==> config.mk <==
export PLATFORM = sky130hd
export DESIGN_NAME = decimal_entry
export DESIGN_NICKNAME = d
export VERILOG_FILES = /design/src/rtl/decimal_entry.sv
export SDC_FILE = /design/constraint.sdc
export NUM_CORES = 1
export LEC_CHECK = 0
export CAP_MARGIN = 40
export CORE_AREA = 2 2 125 115
export CTS_BUF_LIST = sky130_fd_sc_hd__clkbuf_8
export CTS_CLUSTER_SIZE = 24
export DETAILED_ROUTE_END_ITERATION = 8
export DIE_AREA = 0 0 127 117
export PLACE_DENSITY_LB_ADDON = 0.08
export SLEW_MARGIN = 20
export SYNTH_ARGS = -nofsm -noshare
export SYNTH_HDL_FRONTEND = slang
export SYNTH_SLANG_ARGS = --single-unit
==> constraint.sdc <==
create_clock -name iClk_50 -period 4.5 [get_ports iClk_50]
set_input_delay 0.675 -clock iClk_50 [delete_from_list [all_inputs] [get_ports iClk_50]]
set_output_delay 0.675 -clock iClk_50 [all_outputs]
set_load 0.05 [all_outputs]
==> src/rtl/decimal_entry.sv <==
`timescale 1ns/1ps
`default_nettype none
// +==========================================================================+
// | decimal_entry: debounced key entry of a decimal number into a binary reg |
// | Rev 1.0                                                                  |
// +==========================================================================+
module decimal_entry #(
  parameter int DIGITS          = 4,
  parameter int DEBOUNCE_CYCLES = 500000
) (
  input  logic        iClk_50,
  input  logic        nRst,
  input  logic [3:0]  iDigit,
  input  logic        nKeyEnter,
  input  logic        nKeyDone,
  input  logic        nKeyClear,
  output logic [31:0] oEntry,
  output logic [2:0]  oCount,
  output logic [31:0] oNum,
  output logic        oValid,
  output logic        oErr
);

  localparam int              CNT_W   = (DEBOUNCE_CYCLES > 1) ? $clog2(DEBOUNCE_CYCLES) : 1;
  localparam logic [CNT_W-1:0] DB_MAX = CNT_W'(DEBOUNCE_CYCLES - 1);
  localparam logic [2:0]      LAST_AT = 3'(DIGITS - 1);

  localparam logic [1:0] S_IDLE  = 2'd0;
  localparam logic [1:0] S_ENTRY = 2'd1;
  localparam logic [1:0] S_FULL  = 2'd2;

  // Key bit order: [0]=enter, [1]=done, [2]=clear
  logic [2:0] key_raw;
  logic [2:0] key_s1_q, key_s2_q;
  logic [3:0] digit_s1_q, digit_s2_q;
  logic [2:0] key_ev;

  assign key_raw = {nKeyClear, nKeyDone, nKeyEnter};

  always_ff @(posedge iClk_50 or negedge nRst) begin
    if (!nRst) begin
      key_s1_q   <= 3'b111;
      key_s2_q   <= 3'b111;
      digit_s1_q <= 4'd0;
      digit_s2_q <= 4'd0;
    end else begin
      key_s1_q   <= key_raw;
      key_s2_q   <= key_s1_q;
      digit_s1_q <= iDigit;
      digit_s2_q <= digit_s1_q;
    end
  end

  for (genvar k = 0; k < 3; k++) begin : g_debounce
    logic [CNT_W-1:0] cnt_d, cnt_q;
    logic             level_d, level_q, level_prev_q;

    always_comb begin
      cnt_d   = '0;
      level_d = level_q;
      if (key_s2_q[k] != level_q) begin
        if (cnt_q == DB_MAX) level_d = key_s2_q[k];
        else                 cnt_d   = cnt_q + 1'b1;
      end
    end

    always_ff @(posedge iClk_50 or negedge nRst) begin
      if (!nRst) begin
        cnt_q        <= '0;
        level_q      <= 1'b1;
        level_prev_q <= 1'b1;
      end else begin
        cnt_q        <= cnt_d;
        level_q      <= level_d;
        level_prev_q <= level_q;
      end
    end

    // Press only: a debounced high-to-low step, one cycle wide.
    assign key_ev[k] = level_prev_q & ~level_q;
  end

  logic [1:0]  state_d, state_q;
  logic [31:0] entry_d, entry_q;
  logic [2:0]  count_d, count_q;
  logic [31:0] num_d, num_q;
  logic        valid_d, valid_q;
  logic        err_d, err_q;

  logic        ev_enter, ev_done, ev_clear;
  logic        digit_ok, accept;
  logic [31:0] entry_x10;

  assign ev_enter  = key_ev[0];
  assign ev_done   = key_ev[1];
  assign ev_clear  = key_ev[2];
  assign digit_ok  = (digit_s2_q <= 4'd9);
  assign accept    = ev_enter & ~ev_done & ~ev_clear & digit_ok & (state_q != S_FULL);
  assign entry_x10 = {entry_q[28:0], 3'b000} + {entry_q[30:0], 1'b0};

  always_ff @(posedge iClk_50 or negedge nRst) begin
    if (!nRst) state_q <= S_IDLE;
    else       state_q <= state_d;
  end

  always_comb begin
    state_d = state_q;
    if (ev_clear || ev_done) state_d = S_IDLE;
    else if (accept)         state_d = (count_q == LAST_AT) ? S_FULL : S_ENTRY;
  end

  // Priority clear > done > enter; the losers are simply dropped.
  always_comb begin
    entry_d = entry_q;
    count_d = count_q;
    num_d   = num_q;
    valid_d = 1'b0;
    err_d   = 1'b0;
    if (ev_clear) begin
      entry_d = '0;
      count_d = '0;
    end else if (ev_done) begin
      num_d   = entry_q;
      valid_d = 1'b1;
      entry_d = '0;
      count_d = '0;
    end else if (ev_enter) begin
      if (accept) begin
        entry_d = entry_x10 + {28'd0, digit_s2_q};
        count_d = count_q + 3'd1;
      end else begin
        err_d = 1'b1;
      end
    end
  end

  always_ff @(posedge iClk_50 or negedge nRst) begin
    if (!nRst) begin
      entry_q <= '0;
      count_q <= '0;
      num_q   <= '0;
      valid_q <= 1'b0;
      err_q   <= 1'b0;
    end else begin
      entry_q <= entry_d;
      count_q <= count_d;
      num_q   <= num_d;
      valid_q <= valid_d;
      err_q   <= err_d;
    end
  end

  assign oEntry = entry_q;
  assign oCount = count_q;
  assign oNum   = num_q;
  assign oValid = valid_q;
  assign oErr   = err_q;

endmodule
`default_nettype wire

==> out/metrics.yaml, run 1 <==
status: "finished, final reports clean"
ant_nets: 0
postCtsSetupBuffers: 0
synth_edf_count: 0
muxShareOfSynthArea_pct: 5.43
synth_common_cells: "136 x dfrtp_1, 96 x nand2_1, 95 x nor2_1, 63 x ha_1, 60 x a21oi_1"
area_growth_pct: 17.1
synth_top_area_share_pct: 42.6
finalHoldViolCount: 0
comb_power_share_pct: 2.4
fillers: 1066
ir_drop_uv: 315
maxCapViolations: 0
io_pins: 78
coreArea_mm2: 0.0136
hold_buffers: 0
synth_xor_area_share_pct: 7.23
initial_core_util_pct: 58.6
clock_path_buffers: 2
yosysWarnings: 0
place_inst: 1042
arrival_ps: 3990
tightest_slew_ps: 742
synth_compound_area_share_pct: 10.7
final.setup_skew_ps: 15.4
num_antenna_cells: 0
synth_top_family_by_area: "simple AND/OR/NAND/NOR gates"
min_path_type: "primary input to asynchronous set/reset pin"
antenna_found_initial: 0
setup_slack_ps: 861
firstDrtPassIters: 4
critPathKind: "flip-flop to flip-flop"
rr_startpoint: "oEntry[0]"
hpwl_um: 12700
cts_tree: "built"
end_kind: "flip-flop"
synth.avg_cell_area_um2: 9.87
vias_per_cell: 5.72
netlist_top_cells_area: "dfrtp_1 43%, ha_1 9.9%, mux2_2 4.9%"
syn_area_mm2: 0.00800
wire_per_inst_um: 16.5
worstSkewPairLatency_ps: 460
ctsHtreeMaxLevel: 4
synth.most_common_cell: "dfrtp_1"
slew_violations: 0
startpoint: "oEntry[0]"
clockPowerShare_pct: 42.3
vias: 6148
p_per_area_mw_per_mm2: 261
design_area_mm2: 0.00937
ctsRootBufferMaster: "clkbuf_8"
timing.setup.tns_ps: 0
drc: 0
synth_seq_area_share_pct: 46.5
synthesis.instances: 810
pre_cts_ws_ps: 889
critPathRequiredTime_ps: 4850
start_kind: "flip-flop"
grt_pass1_vias: 5969
clk_pin_slew_ps: 90
synthArstFlopShare_pct: 100
grt_max_degree: 80
synthAdderAreaFrac_pct: 10.4
fin_nets: 963
power_frac_seq_pct: 55.3
leakagePower_nw: 4.32
cellInternalPower_w: 0.00186
synthSimpleGateAreaFrac_pct: 17.8
dieArea_mm2: 0.0149
sw_frac_of_total_pct: 24.0
cts_buffers: 17
io_buffers: 77
cts_num_sinks: 148
holdWs_ps: 241
fmax_ghz: 0.275
routed_wl_um: 17700
switchingPower_w: 0.000587
postPlaceCellArea_mm2: 0.00897
die_w_um: 127
rows: 41
routabilityCongestion: 0.910
maxSlewHeadroom_pct: 50.6
cts_resized: 0
min_period_ps: 3640
grt_usage_pct: 25.4
yosysTopAreaCell: "dfrtp_1"
ys_types: 55
drtIter0Drc: 305
grt.overflow.total: 0
synth_nets: 884
critPathMaxFanout: 5
grt_pass1_wl_um: 29700
layout-drive-gt1-share_pct: 9.98
ys_seq_elements: 148
final_cells: 1074
grt_setup_unrepaired: "false"
finalSetupViolations: 0
die_y_um: 117
fin_crit_sh_pct: 80.9
synth_ff_type: "dfrtp_1"
==> path summary, 6_finish.rpt <==
| path | end | slack (ps) | cells after the start |
|---|---|---|---|
| setup reg to reg | oEntry[26] | 860 | 11 |
| min in group iClk_50 | digit_s2_q[0] | 350 | 0 |
| max in group asynchronous | g_debounce[2].level_q | 3290 | 2 |
| hold / removal | oEntry[11] | 240 | 1 |
| setup / recovery | oEntry[26] | 860 | 11 |
| hold reg to reg | digit_s2_q[0] | 350 | 0 |
==> critical path, stage by stage (launching register included) <==
cell	delay [ps]
dfrtp_1	420
inv_1	80
fa_1	530
inv_1	70
fa_1	460
a21o_1	220
a221o_1	380
a41oi_2	310
a31oi_1	150
a221o_1	390
nor4b_1	160
or3_1	370
==> layout make-up <==
type,count,area (µm²),share of cell area (%)
clock inverter,15,160,1.71
timing repair buffer,84,845,9.02
sequential,148,3720,39.7
tap,172,215,2.30
inverter,18,67.6,0.721
multi-input combinational,620,4130,44.0
clock buffer,17,234,2.50
==> through the flow <==
stage	power (W)	util, %
after floorplan	0.00140	-
after global placement	0.00144	65.5
final	0.00245	68.6
after global routing	0.00254	68.6
after CTS	0.00247	68.6
after detailed placement	0.00144	65.7
==> power groups by stage <==
stage / Combinational [W] / Clock [W] / Sequential, W
6_report: 0.0000594 / 0.00103 / 0.00135
2_1_floorplan: 0.0000221 / 0 / 0.00138
5_1_grt: 0.0000710 / 0.00112 / 0.00135
4_1_cts: 0.0000625 / 0.00106 / 0.00135
3_3_place_gp: 0.0000592 / 0 / 0.00138
3_5_place_dp: 0.0000621 / 0 / 0.00138
==> flip-flops by register name (all words and copies together) (netlist names), 2 cells and up <==
signal                   count
g_debounce.level_prev_q      3
state_q                      2
g_debounce.cnt_q            57
key_s1_q                     3
key_s2_q                     3
g_debounce.level_q           3
oEntry                      32
digit_s1_q                   4
oCount                       3
digit_s2_q                   4
oNum                        32
==> cells by family after synthesis <==
family | count (synthesis)
simple gates | 307
flops | 148
compound gates | 143
xor+xnor | 66
fa+ha+maj | 65
buf+inv | 42
mux | 39
==> routing by layer <==
metal  wire length [µm]  track usage, %  share of wire [%]  vias to the layer above
met3                558            4.91                3.1                       25
met4                302            8.72                1.7                        0
met2               8450            41.6                 48                      118
met1               8410            34.3                 47                     3002
li1                   -               -                  -                     3003
met5                  0               0                  0                        -
==> cells in the final DEF, fill, tap and decap left out, types with 3 or more instances in the layout <==
master / instances
nand2_1: 96
o21ai_1: 15
a211oi_1: 5
or2_1: 3
mux2_2: 35
dfstp_2: 12
o31ai_1: 4
nor4_1: 7
nor3_1: 7
clkbuf_8: 17
a31oi_1: 5
dfrtp_1: 136
a21oi_1: 60
nor2_1: 94
nand3_1: 24
xor2_1: 37
nand2b_1: 8
a221o_1: 3
clkinv_4: 5
a21o_1: 10
mux2i_1: 4
nor2b_1: 10
and2_1: 5
nand4_1: 20
clkdlybuf4s50_1: 76
or3_1: 12
xnor2_1: 29
ha_1: 63
inv_1: 20
and3_1: 11
o21ai_0: 22
buf_4: 6
No activity file was read; power rests on OpenSTA's default activity.
==> run 2: changes to the inputs <==
- clock period: 4.5 -> 3.55 ns (I/O delays scaled with it)
==> run 2 against run 1 <==
Worst hold slack lost 180 ps. Die area is the same. Wire length shrank 3.1%. Via count grew 1.3%. Sequential power grew 27%. Largest cell class unchanged.
==> out/metrics.yaml, run 2 (synthesis results as in run 1) <==
finalPower_w: 0.00315  # +29%
clk_pin_slew_ps: 90  # about the same
end_kind: "flip-flop"
ant_nets: 0  # unchanged
finalHoldViolCount: 0  # unchanged
r2r_end: "oEntry[26]"
initial_core_util_pct: 58.6  # unchanged
crit_buf_inv: 2  # unchanged
p_per_area_mw_per_mm2: 333  # +28%
arrival_ps: 3680  # -310 ps
comb_power_share_pct: 2.5  # about the same
vias: 6226  # +1.3%
ctsHtreeMaxLevel: 4  # unchanged
cts_tree: "built"
die_w_um: 127  # unchanged
coreArea_mm2: 0.0136  # unchanged
hpwl_um: 12100  # -4.9%
grt.overflow.total: 0  # unchanged
status: "finished, final reports clean"
clockPowerShare_pct: 43.0  # +0.7 points
area_growth_pct: 18.1
critPathMaxFanout: 3  # -2
grt_max_degree: 72  # -10%
holdWs_ps: 61.2  # -180 ps
leakagePower_nw: 4.34  # +0.57%
routabilityCongestion: 0.947  # +4.0%
grt_usage_pct: 24.3  # -1.1 points
grt_setup_unrepaired: "false"
wire_per_inst_um: 15.9  # -3.6%
final_common_cell: "dfrtp_1"
power_frac_seq_pct: 54.5  # -0.8 points
drtIter0Drc: 350  # +15%
clock_path_buffers: 2  # unchanged
maxSlewHeadroom_pct: 55.6  # +5.1 points
io_pins: 78  # unchanged
rr_worst_depth: 11  # unchanged
worst_path_max_delay_cell: "fa_1"
finalSetupViolations: 0  # unchanged
ir_drop_uv: 297  # -5.8%
rows: 41  # unchanged
reg2reg_slack_ps: 210  # -660 ps
fin_crit_sh_pct: 94.2  # +13 points
path_delay_family: "compound AO/OA/AOI/OAI gates"
ctsRootBufferMaster: "clkbuf_8"
dieArea_mm2: 0.0149  # unchanged
tightest_slew_ps: 666  # -75.9 ps
fin_nets: 969  # +0.62%
largest_register_ffs: 57  # unchanged
final_cell_mix: "134 x dfrtp_1, 96 x nand2_1, 94 x nor2_1"
vias_per_cell: 5.76  # +0.71%
min_period_ps: 3340  # -295 ps
grt_pass1_vias: 6139  # +2.8%
crit_chain: "inv_1 -> fa_1 -> inv_1 -> fa_2 -> a21o_1 -> a221o_1 -> a41oi_2 -> a31oi_1 -> a221o_1 -> nor4b_1 -> or3_1"
fillers: 996  # -6.6%
die_y_um: 117  # unchanged
critPathKind: "flip-flop to flip-flop"
start_kind: "flip-flop"
layout-drive-gt1-share_pct: 11.1  # +1.1 points
worstSkewPairLatency_ps: 450  # about the same
sw_frac_of_total_pct: 23.7  # -0.25 points
cts_buffers: 17  # unchanged
fmax_ghz: 0.299  # +8.8%
slew_violations: 0  # unchanged
critPathMaxStageDelay_ps: 530  # about the same
grt_pass1_wl_um: 28900  # -2.8%
hold_buffers: 0  # unchanged
num_antenna_cells: 0  # unchanged
timing.setup.tns_ps: 0  # unchanged
final.setup_skew_ps: 13.4  # -2.04 ps
cp.depth: 11  # unchanged
drc: 0  # unchanged
min_path_type: "primary input to asynchronous set/reset pin"
switchingPower_w: 0.000747  # +27%
antenna_found_initial: 0  # unchanged
maxCapViolations: 0  # unchanged
critPathRequiredTime_ps: 3890  # -960 ps
rr_startpoint: "oEntry[0]"
cellInternalPower_w: 0.00240  # +29%
cts_num_sinks: 148  # unchanged
io_buffers: 77  # unchanged
routed_wl_um: 17200  # -3.1%
max_flop_register: "g_debounce.cnt_q"
firstDrtPassIters: 5  # +1
[run 2: cell types whose count changed in the layout (fill, tap and decap cells not counted)]
| cell | change |
|---|---|
| inv_1 | -2 |
| dfrtp_2 | +2 |
| fa_1 | -1 |
| clkinvlp_4 | +2 |
| inv_6 | +3 |
| buf_12 | +1 |
| inv_8 | -1 |
| buf_4 | +5 |
| fa_2 | +1 |
| dfrtp_1 | -2 |
| clkbuf_8 | +2 |
| clkinv_4 | -4 |
[run 2: layout make-up]
type                            instances  area [µm²]  area share, %
Tap cell                              172         215           2.28
Timing Repair Buffer                   90         902           9.55
Clock inverter                         13         148           1.56
Multi-Input combinational cell        620        4130           43.7
Sequential cell                       148        3720           39.4
Clock buffer                           19         262           2.77
Inverter                               18        67.6          0.716
[run 2: timing repair]
action | CTS | global route
setup buffers | 0 | 3
setup endpoints to repair | 0 | 1
gates resized for setup | 0 | 1
[run 2: power groups by stage]
stage                     Sequential (W)  Clock (W)  Combinational (W)
after global placement           0.00175          0          0.0000769
after detailed placement         0.00175          0          0.0000811
final                            0.00171    0.00135          0.0000780
after CTS                        0.00171    0.00138          0.0000814
after floorplan                  0.00175          0          0.0000280
after global routing             0.00172    0.00145          0.0000909
[run 2: metrics by stage]
| stage | cells | util [%] | setup slack [ps] | cell area (µm²) |
|---|---|---|---|---|
| after floorplan | 810 | - | 3.77 | 8000 |
| after global placement | 1044 | 65.8 | 167 | 8980 |
| after detailed placement | 1045 | 66.0 | 99.2 | 9010 |
| after CTS | 1077 | 69.0 | 73.7 | 9420 |
| after global routing | 1080 | 69.2 | 68.5 | 9440 |
| final | 1080 | 69.2 | 206 | 9440 |
[run 2: how the worst max path moves through the flow]
stage | start | end | slack, ps
3_3_place_gp | oEntry[0] | oEntry[26] | 170
6_report | oEntry[0] | oEntry[26] | 210
4_1_cts | oEntry[0] | oEntry[26] | 70
5_1_grt | oEntry[0] | oEntry[26] | 70
3_5_place_dp | oEntry[0] | oEntry[26] | 100
2_1_floorplan | oEntry[0] | oEntry[26] | 4
[run 2: per-layer routing]
layer	routed length (µm)	vias up	GRT usage (%)	share of wire, %
met5	0	-	0	0
li1	-	3010	-	-
met4	344	0	9.30	2.0
met1	7630	3021	30.6	44
met2	8450	165	41.2	49
met3	761	30	5.95	4.4
==> run 3: changes to the inputs <==
- REMOVE_ABC_BUFFERS: not set -> 1
==> run 3 against run 2 <==
Core utilization down 0.21 points. Wire length down 0.16%. Largest power group unchanged. Final cell count down 0.19%. Critical path depth unchanged. Worst setup slack worse by 47 ps. Combinational power down 2%. Global-route usage up 0.47 points. Via count down 1.0%. Count of clock-buffer cells in the layout unchanged. Non-clock buffer count down 1. Sequential power about the same. Clock skew down 1.5 ps.
==> out/metrics.yaml, run 3 (synthesis results as in run 1) <==
status: "finished, final reports clean"
grt_setup_unrepaired: "false"
ir_drop_uv: 361  # +22%
routed_wl_um: 17200  # -0.16%
arrival_ps: 3750  # +70 ps
place_inst: 1047  # +0.19%
final_cells: 1078  # -0.19%
grt_usage_pct: 24.7  # +0.47 points
cts_buffers: 17  # unchanged
wire_per_inst_um: 15.9  # about the same
routabilityCongestion: 0.888  # -6.2%
antenna_found_initial: 0  # unchanged
hpwl_um: 12400  # +2.2%
ant_nets: 0  # unchanged
io_pins: 78  # unchanged
fin_nets: 968  # -0.10%
grt_pass1_vias: 6182  # +0.70%
firstDrtPassIters: 5  # unchanged
grt_max_degree: 83  # +15%
fin_crit_sh_pct: 95.5  # +1.3 points
worstSkewPairLatency_ps: 480  # +30 ps
rows: 41  # unchanged
layout-drive-gt1-share_pct: 10.5  # -0.64 points
leakagePower_nw: 4.34  # -0.15%
vias_per_cell: 5.72  # -0.84%
min_path_type: "primary input to asynchronous set/reset pin"
ctsHtreeMaxLevel: 4  # unchanged
final_cell_mix: "136 x dfrtp_1, 96 x nand2_1, 94 x nor2_1"
die_y_um: 117  # unchanged
final.setup_skew_ps: 11.9  # -1.51 ps
finalPower_w: 0.00309  # -1.9%
slew_violations: 0  # unchanged
min_period_ps: 3390  # +46.7 ps
num_antenna_cells: 0  # unchanged
postPlaceCellArea_mm2: 0.00902  # +0.14%
critPathRequiredTime_ps: 3910  # +20 ps
tightest_slew_ps: 750  # +84.1 ps
maxSlewHeadroom_pct: 50.0  # -5.6 points
startpoint: "oEntry[0]"
start_kind: "flip-flop"
clk_pin_slew_ps: 80  # about the same
fmax_ghz: 0.295  # -1.4%
area_growth_pct: 17.7
die_w_um: 127  # unchanged
drtIter0Drc: 292  # -17%
grt.overflow.total: 0  # unchanged
max_flop_register: "g_debounce.cnt_q"
ctsRootBufferMaster: "clkbuf_8"
rr_startpoint: "oEntry[0]"
final_common_cell: "dfrtp_1"
cts_num_sinks: 148  # unchanged
grt_pass1_wl_um: 29300  # +1.4%
io_buffers: 77  # unchanged
postCtsSetupBuffers: 0  # unchanged
vias: 6162  # -1.0%
clock_path_buffers: 2  # unchanged
design_area_mm2: 0.00941  # -0.30%
finalSetupViolations: 0  # unchanged
hold_buffers: 0  # unchanged
cts_tree: "built"
critPathKind: "flip-flop to flip-flop"
p_per_area_mw_per_mm2: 328  # -1.6%
critPathMaxFanout: 3  # unchanged
largest_register_ffs: 57  # unchanged
drc: 0  # unchanged
end_kind: "flip-flop"
maxCapViolations: 0  # unchanged
dieArea_mm2: 0.0149  # unchanged
timing.setup.tns_ps: 0  # unchanged
coreArea_mm2: 0.0136  # unchanged
initial_core_util_pct: 58.6  # unchanged
finalHoldViolCount: 0  # unchanged
==> run 3: repair_timing <==
action                                 4_1_cts  5_1_grt
gates resized for setup                      0        0
endpoints found under the hold margin        0        0
setup endpoints to repair                    0        1
==> run 3: worst paths after layout <==
check,endpoint,slack [ps],depth (start not counted)
max,oEntry[26],160,11
min in group iClk_50,key_s2_q[2],360,0
min,oNum[3],60,1
min reg2reg,key_s2_q[2],360,0
max in group asynchronous,oCount[1],2680,2
max reg2reg,oEntry[26],160,11
==> run 3: area by class of cell <==
cell class | instances | area, µm²
Fill cell | 1033 | 4230
Sequential cell | 148 | 3720
Timing Repair Buffer | 89 | 895
Multi-Input combinational cell | 620 | 4130
Inverter | 18 | 67.6
Tap cell | 172 | 215
Clock inverter | 12 | 131
Clock buffer | 19 | 262
==> run 3: through the flow <==
| stage | utilization [%] | hold WS (ps) | worst slack, ps |
|---|---|---|---|
| floorplan | - | 237 | -163 |
| global placement | 65.9 | 334 | 212 |
| detailed placement | 66.1 | 340 | 154 |
| CTS | 69.0 | 102 | 134 |
| global route | 69.0 | 117 | 5.45 |
| finish | 69.0 | 58.2 | 160 |
==> run 3: where the power goes <==
| group | total, W | internal (W) | switching [W] |
|---|---|---|---|
| combinational | 0.0000762 | 0.0000228 | 0.0000535 |
| sequential | 0.00171 | 0.00170 | 0.0000107 |
| clock | 0.00130 | 0.000656 | 0.000641 |
| total | 0.00309 | 0.00238 | 0.000705 |
==> run 3: metal layers <==
layer	track usage (%)	wire length, µm	up-vias
li1	-	-	3021
met5	0	0	-
met4	7.69	227	0
met3	5.50	812	25
met2	42.2	8380	140
met1	32.0	7740	2976
==> run 3: worst max-delay path, stage by stage (launching register included) <==
cell and delay, ps:
dfrtp_1 350, inv_1 60, fa_1 530, inv_1 70, fa_1 460, a21o_1 210
a221o_1 330, a41oi_2 240, a31oi_1 160, a221o_1 370, nor4b_1 160, or3_1 350
